<file path="src/rtl/plot_arbiter_pkg.sv">
// Shared definitions for the plot arbiter: requester indices, widths,
// the arbiter state type and the pixel payload.
package plot_arbiter_pkg;

    localparam int unsigned NUM_REQ  = 3;
    localparam int unsigned COLOUR_W = 3;
    localparam int unsigned X_W      = 8;
    localparam int unsigned Y_W      = 7;
    localparam int unsigned PTR_W    = 2;

    localparam logic [PTR_W-1:0] REQ_BG  = 2'd0;
    localparam logic [PTR_W-1:0] REQ_CAR = 2'd1;
    localparam logic [PTR_W-1:0] REQ_OBS = 2'd2;

    typedef enum logic {
        ST_IDLE = 1'b0,
        ST_BUSY = 1'b1
    } arb_state_e;

    typedef struct packed {
        logic [X_W-1:0]      x;
        logic [Y_W-1:0]      y;
        logic [COLOUR_W-1:0] colour;
    } pixel_t;

    // Index of the set bit of a one-hot vector (0 when none is set).
    function automatic logic [PTR_W-1:0] onehot_idx(input logic [NUM_REQ-1:0] oh);
        onehot_idx = '0;
        for (int unsigned i = 0; i < NUM_REQ; i++) begin
            if (oh[i]) onehot_idx = PTR_W'(i);
        end
    endfunction

endpackage

</file>
<file path="src/rtl/plot_arbiter_rr_select3.sv">
// rr_select3: round-robin winner pick among 3 requesters.
// Ports: req_i   - request bits
//        ptr_i   - last served requester; search starts at ptr_i+1
//        winner_c - one-hot winner (combinational), zero when no request
module rr_select3
    import plot_arbiter_pkg::*;
(
    input  logic [NUM_REQ-1:0] req_i,
    input  logic [PTR_W-1:0]   ptr_i,
    output logic [NUM_REQ-1:0] winner_c
);

    // Walk ptr+1, ptr+2, ptr+3 (mod 3); first requester found wins.
    always_comb begin
        int unsigned idx;
        logic        found;
        winner_c = '0;
        found    = 1'b0;
        idx      = 0;
        for (int unsigned k = 1; k <= NUM_REQ; k++) begin
            idx = (32'(ptr_i) + k) % NUM_REQ;
            if (!found && req_i[idx]) begin
                found    = 1'b1;
                winner_c = NUM_REQ'(1) << idx;
            end
        end
    end

endmodule

</file>
<file path="src/rtl/plot_arbiter.sv">
// plot_arbiter: round-robin arbiter feeding three pixel sources into one
// vga_adapter write port, with an optional background scroll offset.
// Optional feature: define PLOT_ARBITER_SCROLL_EN to enable the scroll offset.
// Ports: CLOCK_50/reset (sync, active-high); req/last/req_x/req_y/req_colour
//        per-requester pixel stream; scroll_step pulse; grant (registered),
//        ack (combinational); VGA_X/VGA_Y/VGA_COLOR/plot registered pixel
//        write; scroll_offset current background line offset.
module plot_arbiter
    import plot_arbiter_pkg::*;
#(
    parameter int unsigned XSCREEN = 160,
    parameter int unsigned YSCREEN = 120
) (
    input  logic                          CLOCK_50,
    input  logic                          reset,
    input  logic [NUM_REQ-1:0]            req,
    input  logic [NUM_REQ-1:0]            last,
    input  logic [NUM_REQ*X_W-1:0]        req_x,
    input  logic [NUM_REQ*Y_W-1:0]        req_y,
    input  logic [NUM_REQ*COLOUR_W-1:0]   req_colour,
    input  logic                          scroll_step,
    output logic [NUM_REQ-1:0]            grant,
    output logic [NUM_REQ-1:0]            ack,
    output logic [X_W-1:0]                VGA_X,
    output logic [Y_W-1:0]                VGA_Y,
    output logic [COLOUR_W-1:0]           VGA_COLOR,
    output logic                          plot,
    output logic [Y_W-1:0]                scroll_offset
);

    arb_state_e          state_q;
    logic [NUM_REQ-1:0]  grant_q;
    logic [PTR_W-1:0]    ptr_q;
    pixel_t              pix_q;
    logic                plot_q;

    logic [PTR_W-1:0]    gidx_c;
    pixel_t              pix_sel_c;
    logic [Y_W-1:0]      y_out_c;
    logic                in_range_c;
    logic                release_c;
    logic [NUM_REQ-1:0]  rr_req_c;
    logic [PTR_W-1:0]    rr_ptr_c;
    logic [NUM_REQ-1:0]  winner_c;

`ifdef PLOT_ARBITER_SCROLL_EN
    logic [Y_W-1:0]      offset_q;
    logic                pending_q;
    logic [Y_W:0]        y_sum_c;
    logic                hold_bg_c;
    logic                step_c;
`endif

    assign ack           = grant_q & req;
    assign grant         = grant_q;
    assign VGA_X         = pix_q.x;
    assign VGA_Y         = pix_q.y;
    assign VGA_COLOR     = pix_q.colour;
    assign plot          = plot_q;

    // Granted requester's pixel and its range check (on the raw y).
    assign gidx_c           = onehot_idx(grant_q);
    assign pix_sel_c.x      = req_x[X_W*gidx_c +: X_W];
    assign pix_sel_c.y      = req_y[Y_W*gidx_c +: Y_W];
    assign pix_sel_c.colour = req_colour[COLOUR_W*gidx_c +: COLOUR_W];
    assign in_range_c       = (32'(pix_sel_c.x) < XSCREEN) && (32'(pix_sel_c.y) < YSCREEN);

    // Release after ack&last, or when the granted request drops.
    assign release_c = |(grant_q & (~req | last));

    // On release only the other requesters compete, searching past the holder.
    assign rr_req_c = (state_q == ST_IDLE) ? req : (req & ~grant_q);
    assign rr_ptr_c = (state_q == ST_IDLE) ? ptr_q : gidx_c;

    rr_select3 u_rr (
        .req_i    (rr_req_c),
        .ptr_i    (rr_ptr_c),
        .winner_c (winner_c)
    );

`ifdef PLOT_ARBITER_SCROLL_EN
    // Background y wraps by subtraction; 8-bit sum holds y+offset.
    always_comb begin
        y_sum_c = (Y_W+1)'(pix_sel_c.y) + (Y_W+1)'(offset_q);
        y_out_c = pix_sel_c.y;
        if (gidx_c == REQ_BG) begin
            if (y_sum_c >= (Y_W+1)'(YSCREEN)) y_out_c = Y_W'(y_sum_c - (Y_W+1)'(YSCREEN));
            else                              y_out_c = Y_W'(y_sum_c);
        end
    end

    // A step is deferred while the background holds grant so a burst sees one offset.
    assign hold_bg_c = grant_q[REQ_BG] & ~release_c;
    assign step_c    = pending_q | scroll_step;

    always_ff @(posedge CLOCK_50) begin
        if (reset) begin
            offset_q  <= '0;
            pending_q <= 1'b0;
        end else if (hold_bg_c) begin
            pending_q <= step_c;
        end else begin
            pending_q <= 1'b0;
            if (step_c) begin
                offset_q <= (offset_q == Y_W'(YSCREEN-1)) ? '0 : offset_q + Y_W'(1);
            end
        end
    end

    assign scroll_offset = offset_q;
`else
    logic unused_scroll;
    assign unused_scroll = scroll_step;
    assign y_out_c       = pix_sel_c.y;
    assign scroll_offset = '0;
`endif

    // Arbiter FSM and registered pixel output.
    always_ff @(posedge CLOCK_50) begin
        if (reset) begin
            state_q <= ST_IDLE;
            grant_q <= '0;
            ptr_q   <= REQ_BG;
            pix_q   <= '0;
            plot_q  <= 1'b0;
        end else begin
            plot_q <= 1'b0;
            if (|ack) begin
                plot_q       <= in_range_c;
                pix_q.x      <= pix_sel_c.x;
                pix_q.y      <= y_out_c;
                pix_q.colour <= pix_sel_c.colour;
            end
            case (state_q)
                ST_IDLE: begin
                    if (|req) begin
                        grant_q <= winner_c;
                        state_q <= ST_BUSY;
                    end
                end
                ST_BUSY: begin
                    if (release_c) begin
                        ptr_q   <= gidx_c;
                        grant_q <= winner_c;
                        state_q <= (|winner_c) ? ST_BUSY : ST_IDLE;
                    end
                end
                default: begin
                    state_q <= ST_IDLE;
                    grant_q <= '0;
                end
            endcase
        end
    end

endmodule

</file>
<file path="config.mk">
export PLATFORM = sky130hd
export DESIGN_NAME = plot_arbiter
export DESIGN_NICKNAME = d
export VERILOG_FILES = /design/src/rtl/plot_arbiter_pkg.sv /design/src/rtl/plot_arbiter_rr_select3.sv /design/src/rtl/plot_arbiter.sv
export SDC_FILE = /design/constraint.sdc
export NUM_CORES = 1
export LEC_CHECK = 0
export ABC_AREA = 0
export CAP_MARGIN = 20
export CORE_ASPECT_RATIO = 2
export CORE_MARGIN = 5
export CORE_UTILIZATION = 42
export DETAILED_ROUTE_END_ITERATION = 7
export PLACE_DENSITY = 0.9
export SYNTH_ARGS = -nofsm -noshare
export SYNTH_HDL_FRONTEND = slang
export SYNTH_SLANG_ARGS = --single-unit
</file>
<file path="constraint.sdc">
create_clock -name CLOCK_50 -period 5.95 [get_ports CLOCK_50]
set_input_delay 1.19 -clock CLOCK_50 [delete_from_list [all_inputs] [get_ports CLOCK_50]]
set_output_delay 1.19 -clock CLOCK_50 [all_outputs]
set_load 0.05 [all_outputs]
</file>
# Yosys cells after proc, flatten, opt, wreduce, memory -nomap -nowiden

Cells that the tools add are included.
Widths: inputs -> output; s select.

Add/sub/neg operators: 3
$mul: 2
Div/mod/pow operators: 3
Magnitude comparators: 5
Eq/ne operators: 2
Shift operators: 6
Muxes and demuxes: 22
Bitwise operators: 8
Reductions and logical operators: 12

Operators by type and width:

| kind                  | number |
|---|---|
| $lt 32x3->1 const B   | 3 |
| $mod 32x2->32 const B | 3 |
| $shl 1x32->3 const A  | 3 |
| $shiftx 24x6->8       | 1 |
| $shiftx 21x6->7       | 1 |
| $mux 3                | 6 |
| $reduce_or 3->1       | 4 |
| $and 3x3->3           | 3 |
| $mux 1                | 9 |
| $shiftx 9x5->3        | 1 |
| $lt 8x8->1 const B    | 1 |
| $lt 7x7->1 const B    | 1 |
| $add 2x2->3 const B   | 2 |
| $bmux 1 s2            | 3 |
| $not 3->3             | 2 |
| $pmux 3 s2            | 1 |
| $mul 3x2->5 const A   | 1 |
| $mul 2x2->4 const A   | 1 |
| $mux 2                | 2 |
| $ne 2x1->1 const B    | 2 |
| $reduce_and 2->1      | 2 |
| $add 2x1->3 const B   | 1 |
| $logic_and 1x1->1     | 3 |
| $or 3x3->3            | 1 |
| other kinds (4)       | 6 |

Flip-flop bits (word level): 25
Bits in latches: 0
Bits in writable memories: 0
Memory bits (read-only): 0
Input port bits: 63
Output and inout port bits: 32
Word-level logic and storage cells: 70
Memories kept: 0

# Depth between registers and ports, before layout

Word-level depth: 18
Gate-level depth with buffers: 12
Gate-level depth less buffers: 9

# Cells and area by module

A second synthesis with hierarchy kept.

Cell total of the unflattened synthesis: 232
Area, all modules: 1725.4 um^2

Modules (own cells, without submodules):

| module       | times used | cells an instance | area an instance (um^2) | seq. area each (um^2) |
|---|---|---|---|---|
| plot_arbiter | 1          | 198               | 1483.9                  | 500.5 |
| rr_select3   | 1          | 34                | 241.5                   | 0.0 |

# Least setup slack after synthesis

OpenSTA, ideal clock, no wires.

Kind: in2out
From: input port req[2]
To: output port ack[2]
Data arrival time: 1.805 ns
Required time: 4.760 ns
Slack: 2.955 ns
Stages: 2
Buffers on the path: 1
Cell sequence: buf_2 and2_1

Cells in the longest elaborated chain, start to end: 1

RTL lines:

| what            | line               | text |
|---|---|---|
| start, declared | plot_arbiter.sv:16 | `input logic [NUM_REQ-1:0] req,` |
| $and 3x3->3     | plot_arbiter.sv:54 | `assign ack = grant_q & req;` |
| end, declared   | plot_arbiter.sv:23 | `output logic [NUM_REQ-1:0] ack,` |

Every way passes these cells.

# Final worst setup path

Same ends and word-level chain as after synthesis.

==> metrics.md <==
| Metric | Value |
|---|---|
| Status | `completed` |
| Cell area after layout | `2620 sq um` |
| Switch Pwr | `0.000329 W` |
| FF+latch area | `500 sq um` |
| Vias | `1864` |
| CTS clk-pin slew, worst paths | `roughly 0.080 ns` |
| Fraction of power spent switching nets | `about 45%` |
| Worst vdd ir | `roughly 0.23 mV` |
| MaxCap Viol Count | `0` |
| Final Hold Viols | `0` |
| Initial antenna violation count | `0` |
| Post-DRT Antenna Nets | `0` |
| Critical path capture point type | `output pin` |
| Mux contribution to synthesized area | `12.8%` |
| TritonCTS buffer count | `3` |
| Die X | `55.4 um` |
| Final period util | `68.7%` |
| Post-synthesis xor/xnor area fraction | `0%` |
| Main combinational cell family by area after synthesis | `compound AO/OA/AOI/OAI gates` |
| Crit-path slowest cell | `clkdlybuf4s50_1` |
| Synth Area in Adders | `1.44%` |
| Post-synthesis sequential area ratio | `between 20% and 30%` |
| Final Max Slew Viols | `0` |
| Die height | `a little over 100 um` |
| Worst hold-check path type | `register to register` |
| Post_cts resized | `0` |
| GRT met3 Usage | `3.46%` |
| Most common cell in the netlist | `nor2_1` |
| Mapped Cells | `236` |
| Largest net degree at the start of global routing | `44` |
| Minimum clock period | `between 4 and 5 ns` |
| Met1 GRT Util | `between 15 and 20%` |
| Drt initial violations | `40` |
| Maximum clock frequency | `245 MHz` |
| Initial DRT Pass Iterations | `5` |
| Layout cells sized above 1 | `5.48%` |
| CTS Buffer Depth | `2` |
| Clock sink count | `25` |
| FF+latch count, synth | `25` |
| Overall Power | `0.000739 W` |
| Root Driver | `clkbuf_8` |
| Worst slew margin | `40.3%` |
| Setup repair bufs after CTS | `0` |
| Yosys warning count | `0` |
| Compound-Gate Fraction of Synth Area | `23.8%` |
| First-pass GRT wire length | `8.00 mm` |
| Port bufs | `86` |
| Clk network pwr share | `around an eighth` |
| Crit-path cells | `clkdlybuf4s50_1 > and2_1 > clkdlybuf4s50_1` |
| Grt ovf | `0` |
| Leakage | `~1.0 nW` |
| Worst Path Required | `about 4.8 ns` |
| Layout area overhead | `51.4%` |
| Skew-Pair Late Insertion Delay | `0.26 ns` |
| Initial core utilization | `42.8%` |
| WP data arrival | `~2.9 ns` |
| Core Util, Final | `64.8%` |
| Full die area | `5590 sq um` |
| Critical setup path kind | `input port to output pin` |
| Synth area leaders | `dfxtp_1 (29%), nor2_1 (13%), mux2i_1 (12%), a21oi_1 (11%), buf_4 (3.5%)` |
| Estimated wirelength of the detail-placed design | `about 4.3 mm` |
| Synth area leader | `dfxtp_1` |
| Routability cong. | `between 0.8 and 0.9` |
| Least-Margin Pin Slew | `~0.89 ns` |
| Post-place instance area | `approximately 2600 sq um` |
| EDFF count, synth | `0` |
| Sequential cell fraction of total power | `28.6%` |
| Unrepaired setup endpoints after global routing | `false` |
| Combinational fraction of design power | `slightly below 60%` |
| Top FF cell, synth | `dfxtp_1` |
| NumNets Final | `376` |
| Drt drc | `0` |
| Int Power | `0.000410 W` |
| FP Rows | `33` |
| Unique masters post-synth | `45` |
| Critical Path Fanout Max | `9` |
| Post-synth ARST share | `0%` |
| Vias in the first global route | `1850` |
| Vias/cell | `5.15` |
| CTS tree | `yes` |
| CP max stage delay | `0.82 ns` |
| Most common library cells after synthesis | `nor2_1 (61), a21oi_1 (39), dfxtp_1 (25)` |
| GRT Total Usage | `17.7%` |
| Fill count | `~390` |
| Synth top area share | `about 29%` |
| I/O pins | `95` |
| Grt peak-use layer | `met2` |
| Routed WL | `just over 5 mm` |
| Total negative setup slack | `0 ns` |
| Synth Cell Area | `1730 sq um` |
| ANT cells | `0` |
| Core area | `~4000 sq um` |
| DR WL/cell | `14.3 um` |
| Setup violators final | `0` |
| CTS HTree Levels | `1` |
| Syn Area/Cell | `7.34 sq um` |
| Footprint of the multi-input gates | `1090 sq um` |
| Pwr per Cell Area | `282 nW/um^2` |
| Final Skew | `0.00480 ns` |
| Setup crit start kind | `input port` |
| Synth Area in Simple Gates | `22.9%` |
| Most used cell, CP | `clkdlybuf4s50_1` |
| Hold_buf cts | `0` |
| Met2 usage | `37.2%` |
[power groups by stage]
stage,sequential [W],combinational (W),clock (W)
finish,0.000211,0.000429,0.0000987
global route,0.000215,0.000465,0.000111
CTS,0.000212,0.000427,0.000103
detailed placement,0.000215,0.000425,0
global placement,0.000214,0.000421,0
floorplan,0.000287,0.000232,0
[layout by cell type (no fill, tap or decap), types with 3 or more instances in the layout]
master and count:
nand2_1 4, mux2i_1 21, clkbuf_8 3, dfxtp_1 25, nor2b_1 3, clkdlybuf4s50_1 86
conb_1 7, nor2_1 61, inv_1 8, o21ai_0 6, and2_1 3, a21oi_1 39
nand3_1 4
[area by class of cell]
cell class / instances / area share (%)
inverters: 8 / 1.14
clock buffers: 3 / 1.57
clock inverters: 1 / 0.286
multi-input cells: 184 / 41.5
flip-flops and latches: 25 / 19.1
repair buffers: 89 / 34.0
well taps: 52 / 2.48
[per-layer routing]
layer	vias to the layer above	share of wire, %
met3	6	5.1
met4	0	1.8
li1	950	-
met5	-	0
met1	848	34
met2	60	59
[critical path: cells and delay by family]
kind,cells,cell delay (ns)
buffers and inverters,2,1.46
and+or+nand+nor,1,0.24
[logic make-up after synthesis]
group	count (synthesis)
muxes	22
other	1
and+or+nand+nor	87
buffers and inverters	33
adders and majority gates	2
DFF	25
AOI/OAI and AO/OA	66
[per-stage QoR]
stage / worst slack, ns / hold WS [ns] / cells
after floorplan: 2.96 / 0.489 / 242
after global placement: 1.87 / 0.465 / 357
after detailed placement: 1.87 / 0.478 / 357
after CTS: 1.87 / 0.500 / 361
after global routing: 1.82 / 0.528 / 362
final: 1.86 / 0.492 / 362
[worst paths after layout]
check                start  slack (ns)       end  depth (start not counted)
setup / recovery    req[2]        1.86    ack[2]                          3
hold / removal    VGA_X[3]        0.49  VGA_X[3]                          2
setup reg to reg  grant[2]        3.16  grant[2]                          9
hold reg to reg   VGA_X[3]        0.49  VGA_X[3]                          2
[registers in the layout, indices dropped and copies added, names as in the netlist]
name / cells
VGA_Y: 7
VGA_COLOR: 3
state_q: 1
ptr_q: 2
grant: 3
plot: 1
VGA_X: 8
(Power assumes the default switching activity.)
